[src/rtl/snn_pkg.sv]
// Shared SNN definitions: ID width helper, event payload layout and drop counter width.
package snn_pkg;

  function automatic int unsigned id_w(input int unsigned n);
    return (n <= 1) ? 1 : $clog2(n);
  endfunction

  localparam int unsigned DROP_W        = 8;
  localparam int unsigned N_NEURONS_DEF = 4;
  localparam int unsigned TS_W_DEF      = 8;
  localparam int unsigned ID_W_DEF      = id_w(N_NEURONS_DEF);
  localparam int unsigned EV_W          = ID_W_DEF + TS_W_DEF;

  // Event word as seen on ev_data: neuron id in the MSBs, timestamp below.
  typedef struct packed {
    logic [ID_W_DEF-1:0] id;
    logic [TS_W_DEF-1:0] ts;
  } spike_ev_t;

endpackage

[src/rtl/sync_fifo.sv]
// Single-clock FIFO; pointers carry a wrap bit so full and empty are distinguishable.
module sync_fifo #(
  parameter int unsigned WIDTH = 8,
  parameter int unsigned DEPTH = 4
) (
  input  logic                     clk,
  input  logic                     rst_n,
  input  logic                     push,
  input  logic [WIDTH-1:0]         din,
  output logic                     full,
  input  logic                     pop,
  output logic [WIDTH-1:0]         dout,
  output logic                     empty,
  output logic [$clog2(DEPTH):0]   level
);

  localparam int unsigned AW = $clog2(DEPTH);

  logic [AW:0]      wptr;
  logic [AW:0]      rptr;
  logic [WIDTH-1:0] mem [DEPTH];
  logic             do_push;
  logic             do_pop;

  assign empty   = (wptr == rptr);
  assign full    = (wptr[AW] != rptr[AW]) && (wptr[AW-1:0] == rptr[AW-1:0]);
  assign level   = wptr - rptr;
  assign dout    = mem[rptr[AW-1:0]];
  assign do_pop  = pop & ~empty;
  // A pop frees the slot the same edge, so a full FIFO still accepts.
  assign do_push = push & (~full | do_pop);

  always_ff @(posedge clk) begin
    if (!rst_n) begin
      wptr <= '0;
      rptr <= '0;
      for (int unsigned i = 0; i < DEPTH; i++) mem[i] <= '0;
    end else begin
      if (do_push) begin
        mem[wptr[AW-1:0]] <= din;
        wptr              <= wptr + (AW+1)'(1);
      end
      if (do_pop) rptr <= rptr + (AW+1)'(1);
    end
  end

endmodule

[src/rtl/spike_event_tx.sv]
// Address-event transmitter: timestamps spikes, serialises them lowest-index-first
// into a FIFO and counts events lost to a still-pending neuron.
module spike_event_tx
  import snn_pkg::*;
#(
  parameter int unsigned N_NEURONS = 4,
  parameter int unsigned TS_W      = 8,
  parameter int unsigned DEPTH     = 4
) (
  input  logic                               clk,
  input  logic                               rst_n,
  input  logic [N_NEURONS-1:0]               spikes,
  output logic                               ev_valid,
  input  logic                               ev_ready,
  output logic [id_w(N_NEURONS)+TS_W-1:0]    ev_data,
  output logic [$clog2(DEPTH):0]             fifo_level,
  output logic [DROP_W-1:0]                  drop_count
);

  localparam int unsigned ID_W  = id_w(N_NEURONS);
  localparam int unsigned CNT_W = $clog2(N_NEURONS + 1);

  logic [TS_W-1:0]      tnow;
  logic [N_NEURONS-1:0] pend;
  logic [TS_W-1:0]      ts [N_NEURONS];

  logic                 sel_valid;
  logic [ID_W-1:0]      sel_id;
  logic [TS_W-1:0]      sel_ts;
  logic [N_NEURONS-1:0] sel_oh;
  logic [N_NEURONS-1:0] grant;
  logic [N_NEURONS-1:0] drop_vec;
  logic [CNT_W-1:0]     drop_num;
  logic [DROP_W:0]      drop_sum;
  logic [DROP_W-1:0]    drop_next;
  logic                 fifo_full;
  logic                 fifo_empty;
  logic                 push;
  logic                 pop;

  // Priority arbiter: descending scan so the lowest pending index is kept last.
  always_comb begin
    sel_valid = 1'b0;
    sel_id    = '0;
    sel_ts    = '0;
    sel_oh    = '0;
    for (int i = int'(N_NEURONS) - 1; i >= 0; i--) begin
      if (pend[i]) begin
        sel_valid = 1'b1;
        sel_id    = ID_W'(i);
        sel_ts    = ts[i];
        sel_oh    = '0;
        sel_oh[i] = 1'b1;
      end
    end
  end

  assign ev_valid = ~fifo_empty;
  assign pop      = ev_valid & ev_ready;
  assign push     = sel_valid & (~fifo_full | pop);
  assign grant    = push ? sel_oh : '0;
  // A spike only drops if its neuron is pending and not being drained this edge.
  assign drop_vec = spikes & pend & ~grant;

  always_comb begin
    drop_num = '0;
    for (int i = 0; i < int'(N_NEURONS); i++) drop_num = drop_num + CNT_W'(drop_vec[i]);
    drop_sum  = (DROP_W+1)'(drop_count) + (DROP_W+1)'(drop_num);
    drop_next = drop_sum[DROP_W] ? {DROP_W{1'b1}} : drop_sum[DROP_W-1:0];
  end

  always_ff @(posedge clk) begin
    if (!rst_n) begin
      tnow       <= '0;
      pend       <= '0;
      drop_count <= '0;
      for (int i = 0; i < int'(N_NEURONS); i++) ts[i] <= '0;
    end else begin
      tnow       <= tnow + TS_W'(1);
      drop_count <= drop_next;
      for (int i = 0; i < int'(N_NEURONS); i++) begin
        if (spikes[i] && !drop_vec[i]) begin
          pend[i] <= 1'b1;
          ts[i]   <= tnow;
        end else if (grant[i]) begin
          pend[i] <= 1'b0;
        end
      end
    end
  end

  sync_fifo #(
    .WIDTH (ID_W + TS_W),
    .DEPTH (DEPTH)
  ) u_fifo (
    .clk   (clk),
    .rst_n (rst_n),
    .push  (push),
    .din   ({sel_id, sel_ts}),
    .full  (fifo_full),
    .pop   (pop),
    .dout  (ev_data),
    .empty (fifo_empty),
    .level (fifo_level)
  );

endmodule

[config.mk]
export PLATFORM = sky130hd
export DESIGN_NAME = spike_event_tx
export DESIGN_NICKNAME = d
export VERILOG_FILES = /design/src/rtl/snn_pkg.sv /design/src/rtl/sync_fifo.sv /design/src/rtl/spike_event_tx.sv
export SDC_FILE = /design/constraint.sdc
export NUM_CORES = 1
export LEC_CHECK = 0
export BUFFER_PORTS_ARGS = -buffer_cell sky130_fd_sc_hd__buf_2
export CAP_MARGIN = 40
export CELL_PAD_IN_SITES_DETAIL_PLACEMENT = 1
export CELL_PAD_IN_SITES_GLOBAL_PLACEMENT = 2
export CORE_MARGIN = 1
export CORE_UTILIZATION = 41
export CTS_CLUSTER_DIAMETER = 100
export DETAILED_ROUTE_END_ITERATION = 8
export GPL_ROUTABILITY_DRIVEN = 0
export PLACE_DENSITY = 0.85
export SLEW_MARGIN = 20
export SYNTH_ARGS = -nofsm -noshare
export SYNTH_HDL_FRONTEND = slang
export SYNTH_SLANG_ARGS = --single-unit
[constraint.sdc]
create_clock -name clk -period 4.5 [get_ports clk]
set_clock_uncertainty 0.2 [all_clocks]
set_input_delay 0.45 -clock clk [delete_from_list [all_inputs] [get_ports clk]]
set_output_delay 0.45 -clock clk [all_outputs]
set_load 0.02 [all_outputs]
==> run metrics <==
outcome complete, no violations; total vias in the final route 2774; Yosys reg bits 100; R2R cell count 14; setup_tns 0 ps; Post-Syn Instances 372; fin crit period 3950 ps; Top Family by Delay on Critical Path adder cells; Power Density 440 nW/µm²; Overall Global Routing Usage 0.178; biggest area consumer among synthesized cells edfxtp_1; layout cells sized above 1 0.167; total CTS buffers 9; Yosys cell types 46; top sig layer met4; FF/Latch Area 2720 µm²; pins over their slew limit 0; WP depth 14; # hold bufs at CTS 0; site row count 37; met3 wire length 247 µm; vias in the first global route 2958; DR pass1 iterations 4; DR WL/cell 17.3 µm; maximum clock rate 253 MHz; number of diodes 0; die area 11400 µm²; remaining antenna violation count 0; CP max-delay cell fa_1; Yosys Warn Count 0; final net count 413; clock tree buffer depth 2; Synth top area share 0.480; unrepaired setup endpoints after global routing false; fin crit share 0.877; most used cell, CP fa_1; Avg Inst Size Synth 12.1 µm²; post_cts resized 0; crit path DAT 4050 ps; CTS Sinks 100; Final Hold Fails 0; Worst Tran Pin Value 761 ps; TritonCTS clock tree done; total of fill cells in the finished design 1098; Mapped Area 4500 µm²; critical path peak fanout 6; crit path capture type register; WS Path Type register to register; Hold Path Depth 3; DP HPWL 6670 µm; Worst Hold Slack 142 ps; initial antenna violation count 0; Peak VDD IR 168 µV; worst hold path type input port to register; Crit path required time 4600 ps; Via density 5.17; # setup viols final 0; 1st-iter DRT viols 119; Layout area overhead 10.2%; syn_nets 389; Worst slew margin 0.492; met2 WL 4770 µm; final wirelength 9270 µm; maxcap violations 0; cell chain of the critical path inv_1, ha_1, and3b_1, nand2_1, a21boi_0, nand2_1, fa_1, fa_1, inv_1, fa_1, and4_1, nand4_1, o21a_1, nor2_1; Synth area leaders edfxtp_1 48%, dfxtp_1 12%, nor2_1 6.8%, mux4_2 5.0%, nand2_1 2.1%; register area share after synthesis 0.604; first-pass GRT wire length 15300 µm; # DRC 0; Clock Latency Late Sink 360 ps; setup bufs post-CTS 0; Root Buffer clkbuf_8; Core Area 10500 µm²; largest net degree at the start of global routing 29; dominant synthesized flop cell edfxtp_1; asr flop ratio synth 0; gr ovfl total 0; Die Y-Extent 107 µm; Die X 107 µm; worst stage delay on the critical path 480 ps; CTS H-tree lvls 3; # IOs 29; # port buffers 28; initial core utilization 0.429; CP startpoint kind register; Bufs and invs on worst path 2; Worst-path clk slew 90 ps; multi-input combinational cell area 1600 µm²; M1 wire length 4140 µm; P_leak 1.91 nW; EDFF count, synth 72
cell usage after synthesis (2+ instances only):
master,n
nor2_1,81
edfxtp_1,72
dfxtp_1,28
nand2_1,25
inv_1,22
a21oi_1,15
mux4_2,10
and2_1,9
clkbuf_1,9
a221o_1,8
a22oi_1,8
nand3_1,8
xor2_1,7
ha_1,6
o21ai_0,5
xnor2_1,5
and3_1,4
buf_2,4
buf_6,4
fa_1,4
o21a_1,4
nor2b_1,3
o31ai_1,3
or3_4,3
a31o_2,2
and4_1,2
o211ai_1,2
cells by family (layout without fill, tap and decap cells):
| kind of cell | count (synthesis) | count (layout) | synth area share |
|---|---|---|---|
| xor+xnor | 14 | 14 | 0.0306 |
| simple gates | 140 | 140 | 0.139 |
| mux | 10 | 10 | 0.0500 |
| fa+ha+maj | 10 | 10 | 0.0344 |
| compound gates | 58 | 58 | 0.100 |
| buf+inv | 40 | 69 | 0.0411 |
| flops | 100 | 100 | 0.604 |
final timing paths:
| path | start | end | slack [ps] |
|---|---|---|---|
| worst min register to register | tnow[0] | tnow[0] | 300 |
| worst max register to register | u_fifo.wptr[0] | drop_count[4] | 550 |
| worst max-delay path | u_fifo.wptr[0] | drop_count[4] | 550 |
| worst min-delay path | spikes[3] | pend[3] | 140 |
layout make-up:
class / instances / share of cell area
clock buffers: 15 / 0.0444
clock inverters: 1 / 0.00176
well taps: 136 / 0.0343
flip-flops and latches: 100 / 0.549
inverters: 22 / 0.0166
multi-input cells: 232 / 0.322
repair buffers: 31 / 0.0328
per-layer routing:
layer	vias up	global-route usage
li1	1370	-
met1	1356	0.220
met3	9	0.0407
met5	-	0
met2	39	0.314
met4	0	0.0460
state kept, by name (all words and copies together), names as in the netlist, named ones only:
name         flops
u_fifo.mem      40
ts              32
drop_count       8
tnow             8
pend             4
u_fifo.rptr      3
u_fifo.wptr      3
through the flow:
stage	worst slack (ps)	cells	area, µm²	utilization	power (mW)
2_1_floorplan	980	372	4500	-	1.46
3_3_place_gp	732	521	4730	0.451	1.58
3_5_place_dp	544	521	4730	0.451	1.59
4_1_cts	522	537	4960	0.472	2.21
5_1_grt	279	537	4960	0.472	2.29
6_report	552	537	4960	0.472	2.18
power by group:
part	leakage [nW]	total, mW	switching [mW]	internal [mW]
sequential	1.00	1.13	0.0705	1.06
combinational	0.792	0.429	0.258	0.171
clock	0.115	0.621	0.302	0.320
total	1.91	2.18	0.631	1.55
worst reg2reg max path: stages (launching register included):
cell and delay (ps):
dfxtp_1 450, inv_1 100, ha_1 330, and3b_1 270, nand2_1 140, a21boi_0 280
nand2_1 120, fa_1 480, fa_1 450, inv_1 80, fa_1 220, and4_1 320
nand4_1 230, o21a_1 170, nor2_1 70
cell usage in the layout, fill, tap and decap left out, types with 2 or more instances in the layout:
cell | synthesis | final
a21oi_1 | 15 | 15
a221o_1 | 8 | 8
a22oi_1 | 8 | 8
a31o_2 | 2 | 2
and2_1 | 9 | 9
and3_1 | 4 | 4
and4_1 | 2 | 2
buf_2 | 4 | 28
buf_4 | 0 | 3
clkbuf_1 | 9 | 2
clkbuf_16 | 0 | 3
clkbuf_8 | 0 | 10
dfxtp_1 | 28 | 28
edfxtp_1 | 72 | 72
fa_1 | 4 | 4
ha_1 | 6 | 6
inv_1 | 22 | 22
mux4_2 | 10 | 10
nand2_1 | 25 | 25
nand3_1 | 8 | 8
nor2_1 | 81 | 81
nor2b_1 | 3 | 3
o211ai_1 | 2 | 2
o21a_1 | 4 | 4
o21ai_0 | 5 | 5
o31ai_1 | 3 | 3
or3_4 | 3 | 3
xnor2_1 | 5 | 5
xor2_1 | 7 | 7
Power figures use the tool's default switching activity.
